===== src/rtl/sum_accumulator.sv =====
// Batch-summing stage: accepts adder results over valid/ready, accumulates `len` of them, presents total + sticky overflow.
// Optional build macro SUM_ACC_SATURATE_EN: clamp the total to all-ones on carry-out instead of wrapping.
module sum_accumulator #(
    parameter int WIDTH   = 32,
    parameter int COUNT_W = 8
) (
    input  logic               clk,
    input  logic               rst,
    input  logic               start,
    input  logic [COUNT_W-1:0] len,
    output logic               busy,
    input  logic               in_valid,
    output logic               in_ready,
    input  logic [WIDTH-1:0]   in_sum,
    output logic               out_valid,
    input  logic               out_ready,
    output logic [WIDTH-1:0]   out_total,
    output logic               out_ovf
);

    typedef enum logic [1:0] {
        IDLE  = 2'd0,
        ACCUM = 2'd1,
        DONE  = 2'd2
    } state_t;

    localparam logic [COUNT_W-1:0] CNT_ONE = COUNT_W'(1);

    state_t             state_r, state_nxt_s;
    logic [WIDTH-1:0]   acc_r, acc_nxt_s;
    logic               ovf_r, ovf_nxt_s;
    logic [COUNT_W-1:0] remaining_r, remaining_nxt_s;
    logic [WIDTH:0]     sum_wide_s;
    logic               beat_s;

    // Unsigned add one bit wider than the operands so the carry-out is bit WIDTH.
    function automatic logic [WIDTH:0] add_wide(input logic [WIDTH-1:0] a, input logic [WIDTH-1:0] b);
        return {1'b0, a} + {1'b0, b};
    endfunction

    assign sum_wide_s = add_wide(acc_r, in_sum);
    assign beat_s     = in_valid && (state_r == ACCUM);

    // Handshake flags decode from the state register only.
    assign busy      = (state_r != IDLE);
    assign in_ready  = (state_r == ACCUM);
    assign out_valid = (state_r == DONE);
    assign out_total = acc_r;
    assign out_ovf   = ovf_r;

    // Next-state and datapath update.
    always_comb begin
        state_nxt_s     = state_r;
        acc_nxt_s       = acc_r;
        ovf_nxt_s       = ovf_r;
        remaining_nxt_s = remaining_r;
        case (state_r)
            IDLE: begin
                if (start) begin
                    acc_nxt_s       = '0;
                    ovf_nxt_s       = 1'b0;
                    remaining_nxt_s = len;
                    if (len != '0) begin
                        state_nxt_s = ACCUM;
                    end else begin
                        state_nxt_s = DONE;
                    end
                end else begin
                    state_nxt_s = IDLE;
                end
            end
            ACCUM: begin
                if (beat_s) begin
                    if (sum_wide_s[WIDTH]) begin
                        ovf_nxt_s = 1'b1;
`ifdef SUM_ACC_SATURATE_EN
                        acc_nxt_s = {WIDTH{1'b1}};
`else
                        acc_nxt_s = sum_wide_s[WIDTH-1:0];
`endif
                    end else begin
                        acc_nxt_s = sum_wide_s[WIDTH-1:0];
                    end
                    remaining_nxt_s = remaining_r - CNT_ONE;
                    if (remaining_r == CNT_ONE) begin
                        state_nxt_s = DONE;
                    end else begin
                        state_nxt_s = ACCUM;
                    end
                end else begin
                    state_nxt_s = ACCUM;
                end
            end
            DONE: begin
                if (out_ready) begin
                    state_nxt_s = IDLE;
                end else begin
                    state_nxt_s = DONE;
                end
            end
            default: begin
                state_nxt_s = IDLE;
            end
        endcase
    end

    // State and datapath registers with synchronous reset.
    always_ff @(posedge clk) begin
        if (rst) begin
            state_r     <= IDLE;
            acc_r       <= '0;
            ovf_r       <= 1'b0;
            remaining_r <= '0;
        end else begin
            state_r     <= state_nxt_s;
            acc_r       <= acc_nxt_s;
            ovf_r       <= ovf_nxt_s;
            remaining_r <= remaining_nxt_s;
        end
    end

endmodule


===== config.mk =====
export PLATFORM = sky130hd
export DESIGN_NAME = sum_accumulator
export DESIGN_NICKNAME = d
export VERILOG_FILES = /design/src/rtl/sum_accumulator.sv
export SDC_FILE = /design/constraint.sdc
export NUM_CORES = 1
export LEC_CHECK = 0
export BUFFER_PORTS_ARGS = -buffer_cell sky130_fd_sc_hd__buf_2
export CAP_MARGIN = 20
export CORE_AREA = 2 2 90 92
export CTS_BUF_LIST = sky130_fd_sc_hd__clkbuf_8
export DETAILED_ROUTE_END_ITERATION = 10
export DIE_AREA = 0 0 92 94
export PLACE_DENSITY_LB_ADDON = 0.2
export RECOVER_POWER = 50
export SLEW_MARGIN = 40
export SYNTH_ARGS = -nofsm -noshare
export SYNTH_HDL_FRONTEND = slang
export SYNTH_SLANG_ARGS = --single-unit

===== constraint.sdc =====
create_clock -name clk -period 2.8 [get_ports clk]
set_input_delay 0.42 -clock clk [delete_from_list [all_inputs] [get_ports clk]]
set_output_delay 0.42 -clock clk [all_outputs]
set_load 0.02 [all_outputs]

# == Yosys cells after proc, flatten, opt, wreduce, memory -nomap -nowiden ==
# Cells that the tools add are included.
# op_classes
addsub,2
eq_ne,6
mux,16
reduce_logical,7
# op_table
cell,n
two-way mux 32 bit,2
one-hot mux 32 bit (2 select lines),1
adder 32 x 32 -> 33 bit,1
two-way mux 8 bit,2
one-hot mux 8 bit (2 select lines),1
two-way mux 2 bit,5
equality test 8 x 1 -> 1 bit (second input constant),1
nonzero test 8 bit,1
subtractor 8 x 1 -> 8 bit (second input constant),1
one-hot mux 2 bit (3 select lines),1
!= test 2 x 1 -> 1 bit (second input constant),2
AND reduction 4 bit,1
nonzero test 2 bit,2
two-way mux 1 bit,3
AND reduction 3 bit,1
equality test 2 x 1 -> 1 bit (second input constant),1
equality test 2 bit (second input constant),1
logical NOT 2 bit,1
!= test 2 bit (second input constant),1
one-hot mux 1 bit (2 select lines),1
logical AND 1 bit,1
# word_totals
regBits,43
in_bits,45
output_inout_bits,36
wordCells,35

# == Logic depth before layout (Yosys ltp) ==
# depth
ltp_word,4
depth_mapped,10
ltp_nobuf,10

# == Worst setup path before layout ==
# Ideal clock, no wire load.
# synth_timing
path_kind,input -> register
startpoint,input port in_sum[0]
endpoint,"register acc_r[26], in the netlist out_total[26]"
setup_ns,0.117
arrival_ns,2.851
required_time_ns,2.683
slack_ns,-0.169
path_stages,10
path_buffers,0
path_cell_list,ha_1 fa_1 a211oi_2 o21a_2 o21ai_2 a311o_4 a221oi_4 nor3_1 or3_1 a32o_1
# synth_between
elab_chain_len,3
# synth_rtl
item,line_no,rtl
from (decl),14,"input logic [WIDTH-1:0] in_sum,"
adder 32 x 32 -> 33 bit,38,"return {1'b0, a} + {1'b0, b};"
two-way mux 32 bit,73,if (beat_s) begin
one-hot mux 32 bit (2 select lines),57,case (state_r)
to (signal assigned),116,acc_r <= acc_nxt_s;
to (decl),30,"logic [WIDTH-1:0] acc_r, acc_nxt_s;"
# No other way between the ends. The select of a mux whose other input is x is not followed.
# A chain may end at the register's enable or synchronous reset.

# == Worst setup path in the final report ==
# layout_timing
startpoint,"register acc_r[0], in the netlist out_total[0]"
endpoint,"register acc_r[26], in the netlist out_total[26]"
# layout_between
elab_chain_len,3
# layout_rtl
item,line_no
adder 32 x 32 -> 33 bit,38
two-way mux 32 bit,73
one-hot mux 32 bit (2 select lines),57
# No other way between the ends. The select of a mux whose other input is x is not followed.

==> impl_metrics.tcl <==
set metrics [dict create \
    overflow 0 \
    cellLeakagePower_nw 1.89 \
    vias_per_cell 5.65 \
    place_congestion 0.956 \
    timing_worst_setup_path_type "reg -> reg" \
    drv_cap 0 \
    rows 32 \
    grt_max_degree 28 \
    synth_nets 515 \
    drive_above_1_share_pct 20.5 \
    skew_ns 0.00726 \
    cts_max_level 2 \
    cp_num_buf_inv 0 \
    die_x_um 92 \
    vias 3638 \
    slowest_stage "dfxtp_2" \
    timing.final.crit_period_ns 2.69 \
    nNetsFinal 621 \
    fmax_mhz 372 \
    fin_crit_sh_pct 96.0 \
    tritoncts "built" \
    final_cell_area_um2 4230 \
    synth.area.top_cells "dfxtp_1 25%, ha_1 13%, a21oi_1 6.6%, o21ai_0 5.9%, nand2_1 5.3%" \
    max-slew-margin-rel_pct 48.2 \
    min_to "remaining_r[0]$_SDFFE_PP0P_" \
    ir_drop_uv 219 \
    antenna_found_initial 0 \
    r2r-end "out_total[26]$_SDFFE_PP0P_" \
    startpoint_type "flop" \
    yosys.area.top_type "dfxtp_1" \
    place_area_um2 4150 \
    worstHoldStart "len[0]" \
    syn2layout_area_growth_pct 24.3 \
    drtIter0Drc 214 \
    hold_class "in -> reg" \
    powerDensity_nw_per_um2 393 \
    ios 81 \
    synth_area_um2 3400 \
    worstMarginPinSlew_ns 0.777 \
    holdPathStages 3 \
    critPathArrivalTime_ns 2.90 \
    async_flop_share_pct 0 \
    start_util_pct 44.7 \
    dieArea_um2 8650 \
    setup_viol 0 \
    drc 0 \
    ys_types 59 \
    grt_pass1_vias 3491 \
    crit_family "compound AO/OA/AOI/OAI gates" \
    core_um2 7610 \
    drv_slew 0 \
    power_mw 1.66 \
    avgSynthCellArea_um2 7.81 \
    clk_latency_ns 0.31 \
    yosys.area.top_type_share_pct 25.3 \
    die_y_um 94 \
    cp_data_required_time_ns 3.01 \
    seqCellArea_um2 862 \
    n_antenna_cell 0 \
    post-place-cells 635 \
    finalHoldViolCount 0 \
    crit_path_end_kind "flop" \
    routedWlPerCell_um 14.8 \
    multi_input_area_um2 2470 \
    cts_hold_buffers 0 \
    numPortBuffers 80 \
    ys_seq_area_share_pct 25.3 \
    worst-r2r-setup-slack_ns 0.11 \
    grtUsageTotal_pct 22.5 \
    status "finished, final reports clean" \
    rsz0062_at_grt "no" \
    cts_buffers 5 \
    cpPeakStageDelay_ns 0.35 \
    n_fill_cell 789 \
    grt_pass1_wl_mm 16.1 \
    antenna_left 0 \
    crit_chain "ha_4 -> fa_2 -> a211oi_2 -> o21a_2 -> o21ai_2 -> a311o_4 -> a221oi_4 -> nor3_1 -> or3_1 -> a32o_1" \
    dp_hpwl_mm 7.35 \
    synth_edf_count 0 \
    clk_pin_slew_ns 0.10 \
    ys_ff_latch 43 \
    cp_max_fo 3 \
    root_buffer "clkbuf_8" \
    first_pass_iters 5 \
    r2r_start "out_total[0]$_SDFFE_PP0P_" \
    routed_wl_mm 9.52 \
    synth_cells 435 \
    r2r_cells 10 \
    ys.flop_type "dfxtp_1" \
    post-route-util_pct 55.5 \
    instances_no_fill 644 \
    clockBufferDepth 2 \
    cts_sinks 43 \
    yosys_warnings 0 \
]
## power breakdown
part	switching, mW	internal (mW)
Combinational	0.321	0.233
Clock	0.250	0.179
Sequential	0.0329	0.646
## layout make-up
type	count	area share, %
Multi-Input combinational cell	363	58.4
Sequential cell	43	20.4
Timing Repair Buffer	118	15.1
Tap cell	102	3.02
Clock buffer	5	1.63
Inverter	10	0.888
Clock inverter	3	0.592
## cells in the mapped netlist, types with 6 or more instances
master     n
nand2_1   48
clkbuf_1  17
a22oi_1   12
nand2b_1   7
o21ai_0   40
nor3_1     7
o211ai_1   8
ha_1      34
a21oi_1   45
a211oi_1   6
nor2_1    34
dfxtp_1   43
xor2_1    10
and2_1     6
a31oi_1    7
nand3_1    9
a21o_1    13
inv_1     10
xnor2_1   17
## kinds of logic after synthesis
| logic type | count (synthesis) | share of synthesized area (%) |
|---|---|---|
| simple gates | 135 | 18.7 |
| compound gates | 166 | 32.6 |
| xor+xnor | 27 | 6.96 |
| flops | 43 | 25.3 |
| buf+inv | 29 | 3.24 |
| fa+ha+maj | 35 | 13.1 |
## sequential cells by signal, summed over array words and instances, names as in the netlist
register     flops
remaining_r      8
out_total       32
state_r          2
out_ovf          1
## metrics by stage
step                hold WS, ns  setup WS [ns]  setup TNS (ns)
finish                    0.381          0.111               0
global route              0.400        0.00706               0
CTS                       0.369         0.0339               0
detailed placement        0.470         -0.204          -0.687
global placement          0.459         -0.157          -0.501
floorplan                 0.445        -0.0223         -0.0223
## cell usage in the layout (no fill, tap or decap), types with 2 or more instances in the layout
cell type  netlist  final
clkbuf_1        17     36
a211oi_1         6      4
nand4_1          3      3
a21oi_1         45     45
o221ai_1         2      2
and2_1           6      6
a21o_1          13     13
o21a_1           2      2
a31oi_1          7      6
or4_1            2      2
nand3_1          9      9
clkinv_4         0      2
o22ai_1          2      2
o41ai_2          1      2
buf_2            0     45
and3_1           4      4
a211oi_2         1      3
xor2_1          10     10
a22oi_1         12     12
o21bai_1         4      4
ha_1            34     33
a31o_2           2      2
o211ai_1         8      8
nand4b_1         2      2
o21ai_0         40     39
nor2b_1          3      3
inv_1           10     10
a21o_2           3      3
nor4_1           4      4
nor2_1          34     34
a211o_1          2      2
nand2_1         48     48
nor3_1           7      7
clkbuf_8         0      5
xnor2_1         17     17
buf_4            0     37
nand2b_1         7      7
dfxtp_1         43     42
## per-layer routing
metal  global-route usage [%]  part of all wire, %  up-vias
li1                         -                    -     1823
met1                     28.8                   45     1704
met2                     40.3                   49      102
met3                     3.13                  4.8        9
met4                     5.10                  1.1        0
met5                        0                    0        -
## worst max-delay path by stage
stage / startpoint / to / slack, ns / cells after the start
finish: out_total[0]$_SDFFE_PP0P_ / out_total[26]$_SDFFE_PP0P_ / 0.11 / 10
global route: out_total[0]$_SDFFE_PP0P_ / out_total[20]$_SDFFE_PP0P_ / 0.007 / 12
CTS: out_total[0]$_SDFFE_PP0P_ / out_total[26]$_SDFFE_PP0P_ / 0.03 / 10
detailed placement: in_sum[0] / out_total[26]$_SDFFE_PP0P_ / -0.20 / 11
global placement: in_sum[0] / out_total[26]$_SDFFE_PP0P_ / -0.16 / 11
floorplan: in_sum[0] / out_total[26]$_SDFFE_PP0P_ / -0.02 / 10
## repair_timing
action,CTS,global route
endpoints found under the setup margin,1,10
setup buffers,1,0
gates resized for setup,0,6
pin swaps,1,3
## worst register-to-register path: stages, from the launching register on
cell and delay, ns:
dfxtp_2 0.35, ha_4 0.16, fa_2 0.35, a211oi_2 0.21, o21a_2 0.17, o21ai_2 0.06
a311o_4 0.35, a221oi_4 0.28, nor3_1 0.09, or3_1 0.32, a32o_1 0.24
No activity file was read; power rests on OpenSTA's default activity.
